==> config.mk <==
export PLATFORM = sky130hd
export DESIGN_NAME = bus_timer
export DESIGN_NICKNAME = d
export VERILOG_FILES = /design/src/rtl/bus_timer_pkg.sv /design/src/rtl/bus_slave_hs.sv /design/src/rtl/bus_timer.sv
export SDC_FILE = /design/constraint.sdc
export NUM_CORES = 1
export LEC_CHECK = 0
export ABC_AREA = 1
export BUFFER_PORTS_ARGS = -buffer_cell sky130_fd_sc_hd__buf_2
export CAP_MARGIN = 10
export CORE_ASPECT_RATIO = 1.1
export CORE_MARGIN = 2
export CORE_UTILIZATION = 58
export CTS_CLUSTER_SIZE = 30
export DETAILED_ROUTE_END_ITERATION = 16
export PLACE_DENSITY = 0.79
export SLEW_MARGIN = 40
export SYNTH_ARGS = -nofsm -noshare
export SYNTH_HDL_FRONTEND = slang
export SYNTH_SLANG_ARGS = --single-unit
==> constraint.sdc <==
create_clock -name clk -period 1.9 [get_ports clk]
set_clock_uncertainty 0.2 [all_clocks]
set_input_delay 0 -clock clk [delete_from_list [all_inputs] [get_ports clk]]
set_output_delay 0 -clock clk [all_outputs]
set_load 0.005 [all_outputs]
==> src/rtl/bus_timer_pkg.sv <==
// Shared definitions for the bus_timer slave: bus widths, strobe polarities,
// register indices, control bit positions and handshake FSM states.
package bus_timer_pkg;

  localparam int unsigned WORD_ADDR_W = 30;
  localparam int unsigned WORD_DATA_W = 32;

  typedef logic [WORD_ADDR_W-1:0] word_addr_t;
  typedef logic [WORD_DATA_W-1:0] word_data_t;

  localparam logic ENABLE_  = 1'b0;
  localparam logic DISABLE_ = 1'b1;
  localparam logic READ     = 1'b1;
  localparam logic WRITE    = 1'b0;

  localparam int unsigned TIMER_ADDR_MSB = 1;
  localparam int unsigned TIMER_ADDR_LSB = 0;

  typedef logic [TIMER_ADDR_MSB:TIMER_ADDR_LSB] timer_addr_t;

  localparam timer_addr_t TIMER_ADDR_CTRL    = 2'd0;
  localparam timer_addr_t TIMER_ADDR_INTR    = 2'd1;
  localparam timer_addr_t TIMER_ADDR_EXPR    = 2'd2;
  localparam timer_addr_t TIMER_ADDR_COUNTER = 2'd3;

  localparam int unsigned TIMER_START_LOC = 0;
  localparam int unsigned TIMER_MODE_LOC  = 1;
  localparam int unsigned TIMER_IRQ_LOC   = 0;

  typedef enum logic [1:0] {
    HS_IDLE = 2'd0,
    HS_WAIT = 2'd1,
    HS_ACK  = 2'd2
  } hs_state_t;

  function automatic word_data_t timer_rd_mux(
    input timer_addr_t sel,
    input logic        start,
    input logic        mode,
    input logic        irq_flag,
    input word_data_t  expr,
    input word_data_t  counter
  );
    word_data_t d;
    d = '0;
    case (sel)
      TIMER_ADDR_CTRL: begin
        d[TIMER_START_LOC] = start;
        d[TIMER_MODE_LOC]  = mode;
      end
      TIMER_ADDR_INTR:    d[TIMER_IRQ_LOC] = irq_flag;
      TIMER_ADDR_EXPR:    d = expr;
      TIMER_ADDR_COUNTER: d = counter;
      default:            d = '0;
    endcase
    return d;
  endfunction

endpackage

==> src/rtl/bus_slave_hs.sv <==
// Generic slave-bus handshake: accepts a strobed request in IDLE, inserts
// WAIT_CYC wait states, then presents a single ACK cycle.
module bus_slave_hs
  import bus_timer_pkg::*;
#(
  parameter int unsigned WAIT_CYC = 0
) (
  input  logic clk,
  input  logic reset_,
  input  logic cs_,
  input  logic as_,
  output logic accept,
  output logic ack,
  output logic ack_load
);

  hs_state_t  state, state_nxt;
  logic [3:0] wait_cnt, wait_cnt_nxt;
  logic       req;

  assign req = (cs_ == ENABLE_) && (as_ == ENABLE_);

  always_ff @(posedge clk or negedge reset_) begin
    if (!reset_) begin
      state    <= HS_IDLE;
      wait_cnt <= '0;
    end else begin
      state    <= state_nxt;
      wait_cnt <= wait_cnt_nxt;
    end
  end

  always_comb begin
    state_nxt    = state;
    wait_cnt_nxt = wait_cnt;
    case (state)
      HS_IDLE: begin
        if (req) begin
          if (WAIT_CYC == 0) begin
            state_nxt = HS_ACK;
          end else begin
            state_nxt    = HS_WAIT;
            wait_cnt_nxt = 4'(WAIT_CYC - 1);
          end
        end
      end
      HS_WAIT: begin
        if (wait_cnt == '0) state_nxt = HS_ACK;
        else                wait_cnt_nxt = wait_cnt - 4'd1;
      end
      HS_ACK:  state_nxt = HS_IDLE;
      default: state_nxt = HS_IDLE;
    endcase
  end

  // ack_load marks the edge entering ACK, where the read data is registered.
  always_comb begin
    accept   = (state == HS_IDLE) && req;
    ack      = (state == HS_ACK);
    ack_load = (state_nxt == HS_ACK);
  end

endmodule

==> src/rtl/bus_timer.sv <==
// Memory-mapped interval timer slave: CTRL/INTR/EXPR/COUNTER registers,
// one-shot or periodic expiry with a level interrupt.
module bus_timer
  import bus_timer_pkg::*;
#(
  parameter int unsigned WAIT_CYC = 0
) (
  input  logic                   clk,
  input  logic                   reset_,
  input  logic                   cs_,
  input  logic                   as_,
  input  logic                   rw,
  input  logic [WORD_ADDR_W-1:0] addr,
  input  logic [WORD_DATA_W-1:0] wr_data,
  output logic [WORD_DATA_W-1:0] rd_data,
  output logic                   rdy_,
  output logic                   irq
);

  logic        accept, ack, ack_load;
  logic        start, mode, irq_flag;
  word_data_t  expr, counter;
  timer_addr_t sel, req_addr, rd_sel;
  logic        req_rw, rd_rw;
  logic        wr_en, expire;
  logic        unused_addr;

  bus_slave_hs #(
    .WAIT_CYC (WAIT_CYC)
  ) u_hs (
    .clk      (clk),
    .reset_   (reset_),
    .cs_      (cs_),
    .as_      (as_),
    .accept   (accept),
    .ack      (ack),
    .ack_load (ack_load)
  );

  assign sel         = addr[TIMER_ADDR_MSB:TIMER_ADDR_LSB];
  assign unused_addr = ^addr[WORD_ADDR_W-1:TIMER_ADDR_MSB+1];
  assign wr_en       = accept && (rw == WRITE);
  assign expire      = start && (counter == expr);

  // With zero wait states acceptance and ACK entry share one edge, so the
  // live request is used then; otherwise the latched copy.
  assign rd_sel = accept ? sel : req_addr;
  assign rd_rw  = accept ? rw  : req_rw;

  always_ff @(posedge clk or negedge reset_) begin
    if (!reset_) begin
      req_addr <= '0;
      req_rw   <= READ;
    end else if (accept) begin
      req_addr <= sel;
      req_rw   <= rw;
    end
  end

  always_ff @(posedge clk or negedge reset_) begin
    if (!reset_) begin
      start    <= 1'b0;
      mode     <= 1'b0;
      irq_flag <= 1'b0;
      expr     <= '0;
      counter  <= '0;
    end else begin
      if (wr_en && sel == TIMER_ADDR_CTRL) begin
        start <= wr_data[TIMER_START_LOC];
        mode  <= wr_data[TIMER_MODE_LOC];
      end else if (expire && !mode) begin
        start <= 1'b0;
      end

      if (expire) begin
        irq_flag <= 1'b1;
      end else if (wr_en && sel == TIMER_ADDR_INTR && !wr_data[TIMER_IRQ_LOC]) begin
        irq_flag <= 1'b0;
      end

      if (wr_en && sel == TIMER_ADDR_EXPR) expr <= wr_data;

      if (wr_en && sel == TIMER_ADDR_COUNTER) counter <= wr_data;
      else if (expire)                        counter <= '0;
      else if (start)                         counter <= counter + 32'd1;
    end
  end

  always_ff @(posedge clk or negedge reset_) begin
    if (!reset_) begin
      rd_data <= '0;
    end else if (ack_load && rd_rw == READ) begin
      rd_data <= timer_rd_mux(rd_sel, start, mode, irq_flag, expr, counter);
    end else begin
      rd_data <= '0;
    end
  end

  always_comb begin
    rdy_ = ack ? ENABLE_ : DISABLE_;
    irq  = irq_flag;
  end

endmodule
==> impl_metrics.xml <==
<?xml version="1.0" encoding="UTF-8"?>
<metrics>
  <group name="outcome">
    <metric name="status" unit="">complete, no violations</metric>
  </group>
  <group name="drt">
    <metric name="vias_per_cell" unit="">5.146</metric>
    <metric name="detail_route.wl_per_cell" unit="um">14.74</metric>
    <metric name="totalWireLength" unit="um">19530</metric>
    <metric name="drc" unit="">0</metric>
    <metric name="postRouteAntennaNets" unit="">0</metric>
    <metric name="drt_first_iter_violations" unit="">505</metric>
    <metric name="routed-via-count" unit="">6818</metric>
    <metric name="first_pass_iters" unit="">5</metric>
  </group>
  <group name="timing">
    <metric name="finalSetupViolCount" unit="">0</metric>
    <metric name="setup_ws" unit="ns">0.05619</metric>
    <metric name="hold_slack" unit="ns">0.2562</metric>
    <metric name="setup_repair_after_global_routing_missed_its_margin" unit="">yes</metric>
    <metric name="post-route-period-util" unit="%">97.04</metric>
    <metric name="setup_tns" unit="ns">0</metric>
    <metric name="hold_viol" unit="">0</metric>
    <metric name="min_period" unit="ns">1.844</metric>
    <metric name="slew-limit-headroom" unit="%">64.06</metric>
    <metric name="maxSlewViolCount" unit="">0</metric>
    <metric name="worst_slew_pin_slew" unit="ns">0.5391</metric>
    <metric name="max_freq" unit="MHz">542.4</metric>
  </group>
  <group name="clock_tree">
    <metric name="clock_buffers_created_by_tritoncts" unit="">9</metric>
    <metric name="h_tree_depth" unit="">3</metric>
    <metric name="worst_skew_pair.late_latency" unit="ns">0.36</metric>
    <metric name="cts.sinks" unit="">108</metric>
    <metric name="clock_tree_from_tritoncts" unit="">built</metric>
    <metric name="ctsLongestPathBuffers" unit="">2</metric>
    <metric name="root_buffer" unit="">clkbuf_16</metric>
    <metric name="clkSlewWorstSetupHoldPaths" unit="ns">0.07</metric>
  </group>
  <group name="synthesis">
    <metric name="yosysWarnings" unit="">0</metric>
    <metric name="ys_seq_elements" unit="">108</metric>
    <metric name="synth_area_per_cell" unit="um^2">6.795</metric>
    <metric name="synthDistinctLibCells" unit="">36</metric>
    <metric name="synth_commonest_cells" unit="">340 x nand2_1, 151 x inv_1, 107 x dfrtp_1, 97 x nor2_1, 42 x o21ai_0</metric>
    <metric name="post_synth_instance_area" unit="um^2">6673</metric>
    <metric name="synthMostInstantiatedCell" unit="">nand2_1</metric>
    <metric name="yosys-top-cells-area" unit="">dfrtp_1 40%, nand2_1 19%, inv_1 8.5%</metric>
    <metric name="synth_enable_flop_cells" unit="">0</metric>
    <metric name="ys_async_sr_fraction" unit="%">100.0</metric>
    <metric name="synth_area_leader_cell" unit="">dfrtp_1</metric>
    <metric name="ys_seq_area_share" unit="%">40.52</metric>
    <metric name="synth_top_flop_cell" unit="">dfrtp_1</metric>
    <metric name="synthesis.instances" unit="">982</metric>
    <metric name="synthDominantCellAreaShare" unit="%">40.13</metric>
    <metric name="net_count_after_synthesis" unit="">1051</metric>
  </group>
  <group name="worst_setup_path">
    <metric name="cp-start-kind" unit="">register</metric>
    <metric name="criticalPathCategory" unit="">register to register</metric>
    <metric name="cpMostUsedCell" unit="">nand2_2</metric>
    <metric name="crit_path_max_fanout" unit="">5</metric>
    <metric name="timing.critical_path.slowest_stage_cell" unit="">dfrtp_1</metric>
    <metric name="crit_buf_inv" unit="">3</metric>
    <metric name="worstPathCellList" unit="">ha_2 -&gt; nand2_2 -&gt; nor2_4 -&gt; nand2_4 -&gt; buf_6 -&gt; inv_2 -&gt; nand2_2 -&gt; xor2_1 -&gt; inv_1 -&gt; nand3_1 -&gt; nand2_1</metric>
    <metric name="cpPeakStageDelay" unit="ns">0.40</metric>
    <metric name="crit_arrival" unit="ns">1.90</metric>
    <metric name="critical_path_required" unit="ns">1.95</metric>
    <metric name="path_delay_family" unit="">simple AND/OR/NAND/NOR gates</metric>
    <metric name="reg2reg_setup_slack" unit="ns">0.06</metric>
    <metric name="critical_path.endpoint_type" unit="">register</metric>
  </group>
  <group name="grt">
    <metric name="grt_start_max_net_pins" unit="">41</metric>
    <metric name="antenna_found_initial" unit="">0</metric>
    <metric name="grt_pass1_vias" unit="">6414</metric>
    <metric name="grt_use_total" unit="%">32.13</metric>
    <metric name="grt_pass1_wl" unit="um">30950</metric>
    <metric name="grt.overflow.total" unit="">0</metric>
  </group>
  <group name="floorplanning">
    <metric name="dieHeight" unit="um">116.5</metric>
    <metric name="floorplan.die.width" unit="um">106.3</metric>
    <metric name="core_area" unit="um^2">11340</metric>
    <metric name="i_o_pin_total" unit="">101</metric>
    <metric name="std_cell_rows" unit="">41</metric>
    <metric name="design.die.area" unit="um^2">12380</metric>
    <metric name="floorplan.initialDensity" unit="%">58.86</metric>
  </group>
  <group name="final_layout">
    <metric name="fillers" unit="">833</metric>
    <metric name="antenna_cells_inserted" unit="">0</metric>
    <metric name="drive_above_1_share" unit="%">26.04</metric>
    <metric name="final_nets" unit="">1239</metric>
    <metric name="areaGrowthSynthToFinish" unit="%">32.35</metric>
  </group>
  <group name="min_path">
    <metric name="timing.hold.worst.class" unit="">input pin to register</metric>
  </group>
  <group name="placed_design">
    <metric name="gpl.final_weighted_congestion" unit="">0.9439</metric>
    <metric name="preCtsSetupSlack" unit="ns">-0.02200</metric>
    <metric name="numPortBuffers" unit="">72</metric>
    <metric name="dpl.hpwl" unit="um">14050</metric>
  </group>
  <group name="power">
    <metric name="p_per_area" unit="nW/um^2">1106</metric>
    <metric name="cellLeakagePower" unit="nW">4.569</metric>
    <metric name="peakVddDrop" unit="uV">643.3</metric>
  </group>
  <group name="job">
    <metric name="drv.max_cap_violation_count" unit="">0</metric>
  </group>
</metrics>
## through the flow
step                instance area (um^2)  cells  power, mW  utilization (%)
floorplan                           6673    982      5.844                -
global placement                    7807   1257      7.282            68.87
detailed placement                  7807   1257      7.377            68.87
CTS                                 8492   1312      9.324            74.90
global route                        8831   1325      10.45            77.89
finish                              8831   1325      9.768            77.89
## report_power, final
group	internal, mW	total, mW	leakage, nW	switching [mW]
clock network	1.02	1.87	0.137	0.843
logic	1.94	4.47	3.03	2.53
registers	2.81	3.43	1.40	0.626
## cell families after synthesis
family	share of synthesized area [%]
adder cells (fa/ha/maj)	0.3750
buffers and inverters	12.11
AO/OA/AOI/OAI	9.676
AND/OR/NAND/NOR	33.25
flip-flops	40.52
XOR/XNOR	4.069
## final timing paths
| path | from | end | cells after the start |
|---|---|---|---|
| worst max-delay path | counter[0] | counter[24] | 11 |
| worst min-delay path | wr_data[0] | irq | 4 |
| worst max register to register | counter[0] | counter[24] | 11 |
| worst min register to register | u_hs.wait_cnt[0] | u_hs.wait_cnt[0] | 1 |
| max in group asynchronous | reset_ | rd_data[16] | 4 |
| min in group asynchronous | reset_ | expr[7] | 3 |
## state kept, by name, indices dropped and copies added (netlist names)
register,cells
u_hs.wait_cnt,4
counter,32
start,1
req_rw,1
u_hs.state,2
expr,32
rd_data,32
mode,1
req_addr,2
irq,1
## what timing repair did
item                                   4_1_cts  5_1_grt
resized for setup                            3       87
endpoints found under the hold margin      179        0
buffers inserted                             0       13
pin swaps                                    0       20
hold buffers                                39        0
setup endpoints to repair                    9       66
## final cells by class
type	count	area, um^2	share of cell area, %
flip-flops and latches	108	2723	30.83
well taps	150	187.7	2.125
clock inverters	4	51.30	0.5809
repair buffers	208	1637	18.53
clock buffers	12	236.5	2.678
inverters	169	634.4	7.183
multi-input cells	674	3362	38.07
## worst register-to-register path, cell delays in order (launching register included)
cell and delay (ns):
dfrtp_1 0.40, ha_2 0.21, nand2_2 0.07, nor2_4 0.15
nand2_4 0.11, buf_6 0.15, inv_2 0.04, nand2_2 0.06
xor2_1 0.18, inv_1 0.06, nand3_1 0.07, nand2_1 0.05
## layout by cell type (no fill, tap or decap), drive strengths merged, types with 3 or more instances in the layout
| master | instances |
|---|---|
| a21oi | 38 |
| and2 | 3 |
| buf | 169 |
| clkbuf | 12 |
| clkinv | 4 |
| dfrtp | 107 |
| dlygate4sd3 | 39 |
| inv | 167 |
| nand2 | 346 |
| nand3 | 54 |
| nand4 | 10 |
| nor2 | 105 |
| nor3 | 4 |
| o21ai | 44 |
| o22ai | 32 |
| xnor2 | 9 |
| xor2 | 22 |
## per-layer routing
metal  GRT usage [%]  vias to the layer above  routed length (um)  part of all wire [%]
li1                -                     3387                   -                     -
met1           41.64                     3169                8357                    43
met2           55.26                      221                9683                    50
met3           3.516                       41                 952                   4.9
met4           13.51                        0                 539                   2.8
met5               0                        -                   0                     0
No activity file was read; power rests on OpenSTA's default activity.
